`config.mk`:
```
export PLATFORM = sky130hd
export DESIGN_NAME = call_ctrl_flat
export DESIGN_NICKNAME = d
export VERILOG_FILES = /design/src/rtl/call_ctrl_if.sv /design/src/rtl/call_ctrl.sv /design/src/flat_wrapper.sv
export SDC_FILE = /design/constraint.sdc
export NUM_CORES = 1
export LEC_CHECK = 0
export CORE_ASPECT_RATIO = 0.5
export CORE_MARGIN = 2
export CORE_UTILIZATION = 33
export CTS_BUF_LIST = sky130_fd_sc_hd__clkbuf_8
export DETAILED_ROUTE_END_ITERATION = 10
export PLACE_DENSITY = 0.68
export SLEW_MARGIN = 20
export SYNTH_ARGS = -nofsm -noshare
export SYNTH_HDL_FRONTEND = slang
export SYNTH_SLANG_ARGS = --single-unit
```
`constraint.sdc`:
```
create_clock -name clk -period 4.1 [get_ports clk]
set_input_delay 1.23 -clock clk [delete_from_list [all_inputs] [get_ports clk]]
set_output_delay 1.23 -clock clk [all_outputs]
set_load 0.03 [all_outputs]
```
`src/rtl/call_ctrl_if.sv`:
```
// Request, redirect and call_stack handshake bundle for call_ctrl.
// The master side is the upstream pipeline plus call_stack; the slave side is call_ctrl.
interface call_ctrl_if;
    logic        stall;
    logic        call_req;
    logic [15:0] call_addr;
    logic [15:0] ret_pc;
    logic        ret_req;
    logic        reti_req;
    logic        irq_req;
    logic        irq_en;
    logic [15:0] cur_pc;
    logic [15:0] cs_data_out;

    logic        cs_push;
    logic        cs_pop;
    logic [15:0] cs_data_in;
    logic        pc_load;
    logic [15:0] pc_target;
    logic        busy;
    logic        req_taken;
    logic        irq_ack;
    logic        in_isr;
    logic [4:0]  depth;
    logic        fault_ovf;
    logic        fault_unf;

    modport master (
        output stall, call_req, call_addr, ret_pc, ret_req, reti_req,
               irq_req, irq_en, cur_pc, cs_data_out,
        input  cs_push, cs_pop, cs_data_in, pc_load, pc_target, busy,
               req_taken, irq_ack, in_isr, depth, fault_ovf, fault_unf
    );

    modport slave (
        input  stall, call_req, call_addr, ret_pc, ret_req, reti_req,
               irq_req, irq_en, cur_pc, cs_data_out,
        output cs_push, cs_pop, cs_data_in, pc_load, pc_target, busy,
               req_taken, irq_ack, in_isr, depth, fault_ovf, fault_unf
    );
endinterface

```
`src/rtl/call_ctrl.sv`:
```
// CALL/RET/RETI/interrupt-entry sequencer in front of call_stack: tracks depth,
// drives push/pop, and issues PC redirects to fetch.
module call_ctrl #(
    parameter int unsigned STACK_DEPTH = 16,
    parameter logic [15:0] IRQ_VECTOR  = 16'h0010
) (
    input logic        clk,
    input logic        rst,
    call_ctrl_if.slave bus
);

    localparam logic [2:0] S_IDLE = 3'd0;
    localparam logic [2:0] S_PUSH = 3'd1;
    localparam logic [2:0] S_POP  = 3'd2;
    localparam logic [2:0] S_WAIT = 3'd3;
    localparam logic [2:0] S_LOAD = 3'd4;

    localparam logic [4:0] DEPTH_MAX = 5'(STACK_DEPTH);

    logic [2:0] state;
    logic       reti_q;
    logic       accept;
    logic       irq_go;
    logic       push_go;
    logic       pop_go;

    // Priority: enabled irq outside an ISR, then RETI, then RET, then CALL.
    always_comb begin
        accept  = (state == S_IDLE) && !bus.stall;
        irq_go  = bus.irq_req && bus.irq_en && !bus.in_isr;
        pop_go  = !irq_go && (bus.reti_req || bus.ret_req);
        push_go = irq_go || (!bus.reti_req && !bus.ret_req && bus.call_req);
    end

    always_ff @(posedge clk) begin
        if (!rst) begin
            state          <= S_IDLE;
            reti_q         <= 1'b0;
            bus.cs_push    <= 1'b0;
            bus.cs_pop     <= 1'b0;
            bus.cs_data_in <= '0;
            bus.pc_load    <= 1'b0;
            bus.pc_target  <= '0;
            bus.busy       <= 1'b0;
            bus.req_taken  <= 1'b0;
            bus.irq_ack    <= 1'b0;
            bus.in_isr     <= 1'b0;
            bus.depth      <= '0;
            bus.fault_ovf  <= 1'b0;
            bus.fault_unf  <= 1'b0;
        end else begin
            bus.cs_push   <= 1'b0;
            bus.cs_pop    <= 1'b0;
            bus.req_taken <= 1'b0;
            bus.irq_ack   <= 1'b0;
            case (state)
                S_IDLE: begin
                    if (accept && push_go) begin
                        bus.req_taken <= 1'b1;
                        // A push at full is swallowed: flagged and acknowledged, nothing else moves.
                        if (bus.depth == DEPTH_MAX) begin
                            bus.fault_ovf <= 1'b1;
                        end else begin
                            state          <= S_PUSH;
                            bus.busy       <= 1'b1;
                            bus.cs_push    <= 1'b1;
                            bus.depth      <= bus.depth + 5'd1;
                            bus.cs_data_in <= irq_go ? bus.cur_pc : bus.ret_pc;
                            bus.pc_target  <= irq_go ? IRQ_VECTOR : bus.call_addr;
                            if (irq_go) begin
                                bus.irq_ack <= 1'b1;
                                bus.in_isr  <= 1'b1;
                            end
                        end
                    end else if (accept && pop_go) begin
                        bus.req_taken <= 1'b1;
                        if (bus.depth == 5'd0) begin
                            bus.fault_unf <= 1'b1;
                        end else begin
                            state      <= S_POP;
                            bus.busy   <= 1'b1;
                            bus.cs_pop <= 1'b1;
                            bus.depth  <= bus.depth - 5'd1;
                            reti_q     <= bus.reti_req;
                        end
                    end
                end
                S_PUSH: begin
                    state       <= S_LOAD;
                    bus.pc_load <= 1'b1;
                end
                S_POP: begin
                    state <= S_WAIT;
                end
                // call_stack read data is valid here, one cycle after the pop strobe.
                S_WAIT: begin
                    state         <= S_LOAD;
                    bus.pc_load   <= 1'b1;
                    bus.pc_target <= bus.cs_data_out;
                    if (reti_q) begin
                        bus.in_isr <= 1'b0;
                    end
                end
                S_LOAD: begin
                    if (!bus.stall) begin
                        state       <= S_IDLE;
                        bus.pc_load <= 1'b0;
                        bus.busy    <= 1'b0;
                    end
                end
                default: begin
                    state       <= S_IDLE;
                    bus.pc_load <= 1'b0;
                    bus.busy    <= 1'b0;
                end
            endcase
        end
    end

endmodule

```
`src/flat_wrapper.sv`:
```
// flat-port wrapper written by rule: the top's interface ports become plain ports
module call_ctrl_flat 
#(
    parameter int unsigned STACK_DEPTH = 16,
    parameter logic [15:0] IRQ_VECTOR  = 16'h0010
)
  (clk, rst, bus_stall, bus_call_req, bus_call_addr, bus_ret_pc, bus_ret_req, bus_reti_req, bus_irq_req, bus_irq_en, bus_cur_pc, bus_cs_data_out, bus_cs_push, bus_cs_pop, bus_cs_data_in, bus_pc_load, bus_pc_target, bus_busy, bus_req_taken, bus_irq_ack, bus_in_isr, bus_depth, bus_fault_ovf, bus_fault_unf);
  call_ctrl_if bus_i ();
  input logic clk;
  input logic rst;
  input wire logic [$bits(bus_i.stall)-1:0] bus_stall;
  input wire logic [$bits(bus_i.call_req)-1:0] bus_call_req;
  input wire logic [$bits(bus_i.call_addr)-1:0] bus_call_addr;
  input wire logic [$bits(bus_i.ret_pc)-1:0] bus_ret_pc;
  input wire logic [$bits(bus_i.ret_req)-1:0] bus_ret_req;
  input wire logic [$bits(bus_i.reti_req)-1:0] bus_reti_req;
  input wire logic [$bits(bus_i.irq_req)-1:0] bus_irq_req;
  input wire logic [$bits(bus_i.irq_en)-1:0] bus_irq_en;
  input wire logic [$bits(bus_i.cur_pc)-1:0] bus_cur_pc;
  input wire logic [$bits(bus_i.cs_data_out)-1:0] bus_cs_data_out;
  output wire logic [$bits(bus_i.cs_push)-1:0] bus_cs_push;
  output wire logic [$bits(bus_i.cs_pop)-1:0] bus_cs_pop;
  output wire logic [$bits(bus_i.cs_data_in)-1:0] bus_cs_data_in;
  output wire logic [$bits(bus_i.pc_load)-1:0] bus_pc_load;
  output wire logic [$bits(bus_i.pc_target)-1:0] bus_pc_target;
  output wire logic [$bits(bus_i.busy)-1:0] bus_busy;
  output wire logic [$bits(bus_i.req_taken)-1:0] bus_req_taken;
  output wire logic [$bits(bus_i.irq_ack)-1:0] bus_irq_ack;
  output wire logic [$bits(bus_i.in_isr)-1:0] bus_in_isr;
  output wire logic [$bits(bus_i.depth)-1:0] bus_depth;
  output wire logic [$bits(bus_i.fault_ovf)-1:0] bus_fault_ovf;
  output wire logic [$bits(bus_i.fault_unf)-1:0] bus_fault_unf;
  assign bus_i.stall = bus_stall;
  assign bus_i.call_req = bus_call_req;
  assign bus_i.call_addr = bus_call_addr;
  assign bus_i.ret_pc = bus_ret_pc;
  assign bus_i.ret_req = bus_ret_req;
  assign bus_i.reti_req = bus_reti_req;
  assign bus_i.irq_req = bus_irq_req;
  assign bus_i.irq_en = bus_irq_en;
  assign bus_i.cur_pc = bus_cur_pc;
  assign bus_i.cs_data_out = bus_cs_data_out;
  assign bus_cs_push = bus_i.cs_push;
  assign bus_cs_pop = bus_i.cs_pop;
  assign bus_cs_data_in = bus_i.cs_data_in;
  assign bus_pc_load = bus_i.pc_load;
  assign bus_pc_target = bus_i.pc_target;
  assign bus_busy = bus_i.busy;
  assign bus_req_taken = bus_i.req_taken;
  assign bus_irq_ack = bus_i.irq_ack;
  assign bus_in_isr = bus_i.in_isr;
  assign bus_depth = bus_i.depth;
  assign bus_fault_ovf = bus_i.fault_ovf;
  assign bus_fault_unf = bus_i.fault_unf;
  call_ctrl #(.STACK_DEPTH(STACK_DEPTH), .IRQ_VECTOR(IRQ_VECTOR)) u_core (.clk(clk), .rst(rst), .bus(bus_i));
endmodule
```
# Yosys cells after proc, flatten, opt, wreduce, memory -nomap -nowiden
# Index checks and enable logic that the tools add are counted.
[classes] bitwise=8 addsub=2 n_reduce_logical=36 eq_ne=15 n_mux=32
[op_table] operator="16-bit two-way mux" count=4
[op_table] operator="16-bit case mux with 2 select lines" count=1
[op_table] operator="5-bit two-way mux" count=4
[op_table] operator="4-bit AND reduction" count=4
[op_table] operator="3-bit two-way mux" count=5
[op_table] operator="1-bit two-way mux" count=14
[op_table] operator="3-bit case mux with 4 select lines" count=1
[op_table] operator="3-bit AND reduction" count=4
[op_table] operator="5-bit AND reduction" count=2
[op_table] operator="3-bit inequality test, second input constant" count=3
[op_table] operator="1-bit logical AND" count=8
[op_table] operator="2-bit inequality test, second input constant" count=4
[op_table] operator="1-bit inverter" count=8
[op_table] operator="4-bit OR reduction" count=2
[op_table] operator="3-bit by 2-bit == test with 1-bit output, second input constant" count=2
[op_table] operator="2-bit by 1-bit inequality test with 1-bit output, second input constant" count=3
[op_table] operator="1-bit case mux with 3 select lines" count=2
[op_table] operator="5-bit by 1-bit adder with 5-bit output, second input constant" count=1
[op_table] operator="5-bit == test, second input constant" count=1
[op_table] operator="1-bit logical NOT" count=5
[op_table] operator="5-bit logical NOT" count=1
[op_table] operator="5-bit by 1-bit subtractor with 5-bit output, second input constant" count=1
[op_table] operator="2-bit AND reduction" count=2
[op_table] operator="2-bit nonzero test" count=2
[op_table] operator="7 further kinds" count=9
[word_totals] elab_cells=107 out_inout_bits=46 regBits=50 input_bits=72

# Logic depth before layout (Yosys ltp)
[logic_depth] depth_word=8 mapped_depth=11

# Least setup slack after synthesis
# OpenSTA, ideal clock, no wires.
[synth_timing] kind="input to register" startpoint="input port bus_reti_req" endpoint="register u_core.bus.depth[4] (netlist name)" n_path_buf=1 path_stages=9 path_slack_ps=890 setup_time_ps=72 required_ps=4028 t_arrival_ps=3138 path_cell_list="or3b_2 -> clkbuf_1 -> a21o_1 -> ha_1 -> nor2b_1 -> o21ai_0 -> nand3_1 -> a21oi_1 -> mux2i_1"
[synth_via] elab_chain_len=7 word_cells_on_any_way=13 classes_between="eq/ne: 2; mux: 1; reduce/logical: 10"
[synth_lines] element="start, declared" line_no="flat_wrapper.sv:16" source="input wire logic [$bits(bus_i.reti_req)-1:0] bus_reti_req;"
[synth_lines] element="1-bit logical NOT" line_no="call_ctrl.sv:32" source="push_go = irq_go || (!bus.reti_req && !bus.ret_req && bus.call_req);"
[synth_lines] element="1-bit logical AND (2 in series)" line_no="call_ctrl.sv:32"
[synth_lines] element="1-bit logical OR" line_no="call_ctrl.sv:32"
[synth_lines] element="1-bit logical AND" line_no="call_ctrl.sv:58" source="if (accept && push_go) begin"
[synth_lines] element="2-bit inequality test (no line) (tied with other cells)"
[synth_lines] element="4-bit AND reduction (no line)"
[synth_lines] element="end signal, assigned" line_no="call_ctrl.sv:67" source="bus.depth <= bus.depth + 5'd1;"
[synth_lines] element="end signal, assigned" line_no="call_ctrl.sv:83" source="bus.depth <= bus.depth - 5'd1;"
[synth_lines] element="end, declared" line_no="call_ctrl_if.sv:39" source="req_taken, irq_ack, in_isr, depth, fault_ovf, fault_unf"
# Several ways; a longest one is shown, not always the timed one.
# A chain may end at the register's enable or synchronous reset.

# Worst setup path after layout
# Same ends and word-level chain as after synthesis.

==> results.json <==
{
  "gp_congestion": 0.8172,
  "ant_nets": 0,
  "slowest_stage": "or3b_2",
  "rows": 21,
  "cp_top_family": "simple AND/OR/NAND/NOR gates",
  "path_cells": "clkdlybuf4s50_1 -> or3b_2 -> a21o_1 -> ha_1 -> nor2b_1 -> o21ai_0 -> nand3_1 -> a21oi_1 -> mux2i_1",
  "yosys_register_bits": 50,
  "grt_usage": 0.1855,
  "rrSetupSlack_ns": 1.50,
  "htreeDepth": 2,
  "powerDensity_mw_per_mm2": 464.6,
  "insertion_delay_ns": 0.30,
  "place_area_sq_mm": 0.003563,
  "hp-class": "flop to flop",
  "portBuffers": 117,
  "root_buffer": "clkbuf_8",
  "die_w_microns": 123.1,
  "fin_worst_skew_ns": 0.005611,
  "min_period_over_period": 0.8473,
  "leakage_nw": 1.336,
  "r2r_end": "u_core.bus.depth[4]",
  "area_growth_pct": 56.29,
  "viasPerCell": 4.986,
  "finalHoldViolCount": 0,
  "syn_area_per_cell_sq_um": 8.205,
  "synth_fp_nets": 362,
  "gr-total-overflow": 0,
  "grt_pass1_wl_microns": 11520,
  "postCtsHoldBufs": 0,
  "synth_top_area_share": 0.4280,
  "numClockSinks": 50,
  "finalSetupTns_ns": 0,
  "layout-drive-gt1-share": 0.06599,
  "synth_edf_count": 0,
  "synthDistinctLibCells": 43,
  "ios": 118,
  "synth.most_common_cell": "nand2_1",
  "nets": 470,
  "grt_pass1_vias": 2433,
  "antenna_cells": 0,
  "die_area_sq_mm": 0.007817,
  "drc": 0,
  "drt_iter0_drc": 135,
  "reg2reg_depth": 8,
  "yosysWarnings": 0,
  "cts_setup_buffers": 0,
  "wl_microns": 7045,
  "first_pass_iters": 4,
  "ir_drop_v": 0.0001847,
  "cp.arrival_ns": 3.72,
  "ys_seq_area_frac": 0.4280,
  "min_path_cells": 2,
  "dieHeight_microns": 63.53,
  "maxCapViolCount": 0,
  "worstSetupEndpointType": "flop",
  "setup_slack_ns": 0.6260,
  "path_class": "primary input to flop",
  "hold_path_end": "u_core.bus.pc_target[13]",
  "hold_start": "u_core.bus.pc_target[13]",
  "fin_crit_ns": 3.474,
  "dp_hpwl_microns": 5202,
  "initial_core_util": 0.3450,
  "num_vias": 2423,
  "ctsResizeCount": 0,
  "cts_tree": "built",
  "cts_buffers": 5,
  "worstSetupStartpointType": "primary input",
  "yosys_most_used_dff": "dfxtp_1",
  "setup_viol": 0,
  "core_sq_mm": 0.006779,
  "post_synth_inst_count": 285,
  "worstPathRequired_ns": 4.34,
  "r2r_start": "u_core.state[0]",
  "max_slew_margin": 0.3420,
  "cp_num_buf_inv": 1,
  "path_clk_slew_ns": 0.09,
  "status": "finished clean",
  "grt_antenna_before_repair": 0,
  "rsz0062_at_grt": "false",
  "slew_violations": 0,
  "fill_cells": 656,
  "netlist_top_cells_area": "dfxtp_1, nand2_1, nor2_1",
  "wl_per_cell_microns": 14.50,
  "grt_max_degree": 39,
  "syn-cell-area_sq_mm": 0.002338,
  "total_power_mw": 1.698,
  "worstPathMaxFanout": 8,
  "timing.fmax_mhz": 287.9,
  "tightest_slew_ns": 0.9843,
  "dp_slack_ns": 0.3535,
  "finalInstanceArea_sq_mm": 0.003655,
  "async_reset_ff_frac": 0,
  "yosys.area.top_type": "dfxtp_1",
  "synthTopCellsByCount": "nand2_1, dfxtp_1, nor2_1",
  "cpPeakStageDelay_ns": 0.56,
  "clock_path_buffers": 2
}
[cells by family after synthesis]
logic type,Yosys count,synth area share
DFF,50,0.4280
and+or+nand+nor,122,0.2226
buffers and inverters,30,0.05832
xor gates and xnor gates,3,0.01124
muxes,4,0.01712
adders and majority gates,5,0.02996
AOI/OAI and AO/OA,71,0.2327
[routing by layer]
| metal | track usage | wire [microns] | share of wire | vias up |
|---|---|---|---|---|
| met5 | 0 | 0 | 0 | - |
| met4 | 0.05540 | 95 | 0.013 | 0 |
| met3 | 0.03623 | 258 | 0.037 | 11 |
| met2 | 0.3412 | 3700 | 0.53 | 52 |
| met1 | 0.2173 | 2990 | 0.42 | 1142 |
| li1 | - | - | - | 1218 |
[cell type report]
class,count,area [sq um],share of cell area
tap,92,115.1,0.03150
clock buffer,6,82.58,0.02259
multi-input combinational,205,1201,0.3287
inverter,8,30.03,0.008216
timing repair buffer,123,1216,0.3328
sequential,50,1001,0.2739
clock inverter,2,8.758,0.002396
[worst register-to-register path: cells and delay by family, from the launching register on]
| family | cells | cell delay (ns) |
|---|---|---|
| flip-flops | 1 | 0.40 |
| adder cells (fa/ha/maj) | 1 | 0.32 |
| AND/OR/NAND/NOR | 3 | 0.90 |
| AO/OA/AOI/OAI | 3 | 0.74 |
| multiplexers | 1 | 0.18 |
[per-stage QoR]
stage | utilization | hold WS (ns) | std cells
after floorplan | - | 0.4632 | 285
after global placement | 0.5257 | 0.4568 | 478
final | 0.5391 | 0.4765 | 486
after detailed placement | 0.5257 | 0.4644 | 478
after CTS | 0.5391 | 0.4783 | 486
after global routing | 0.5391 | 0.5017 | 486
[placed cells by master (no fill, tap or decap), types with 2 or more instances in the layout]
cell             Yosys  routed
o21ai_0             19      19
inv_1                7       8
dfxtp_1             50      50
xnor2_1              2       2
a211oi_1             2       2
nor3_1               3       3
a21oi_1              5       5
nand2_1             57      57
ha_1                 4       4
nand3_1             18      18
a31oi_1             16      16
mux2i_1              4       4
clkdlybuf4s50_1      0     117
nor2_1              35      35
buf_4                3       6
a311oi_1            11      11
clkbuf_8             0       6
a21o_1               2       2
a311oi_2             6       6
[power breakdown]
part | internal [mW] | switching [mW] | leakage [nW]
registers | 0.566 | 0.0706 | 0.408
clock network | 0.134 | 0.160 | 0.0524
logic | 0.343 | 0.424 | 0.876
total | 1.04 | 0.655 | 1.34
[state kept, by name, summed over array words and instances (netlist names)]
signal,cells
u_core.bus.busy,1
u_core.state,3
u_core.bus.in_isr,1
u_core.bus.fault_ovf,1
u_core.bus.pc_load,1
u_core.bus.fault_unf,1
u_core.bus.cs_pop,1
u_core.reti_q,1
u_core.bus.cs_push,1
u_core.bus.req_taken,1
u_core.bus.pc_target,16
u_core.bus.depth,5
u_core.bus.cs_data_in,16
u_core.bus.irq_ack,1
[worst max path at each step]
| stage | from | to | slack, ns | depth (start not counted) |
|---|---|---|---|---|
| detailed placement | bus_reti_req | u_core.bus.depth[4] | 0.35 | 9 |
| CTS | bus_reti_req | u_core.bus.depth[4] | 0.65 | 9 |
| global placement | bus_reti_req | u_core.bus.depth[4] | 0.42 | 9 |
| global route | bus_reti_req | u_core.bus.depth[4] | 0.51 | 9 |
| finish | bus_reti_req | u_core.bus.depth[4] | 0.63 | 9 |
| floorplan | bus_reti_req | u_core.bus.depth[4] | 0.89 | 9 |
Note: power is estimated with default switching activity, not from simulation.
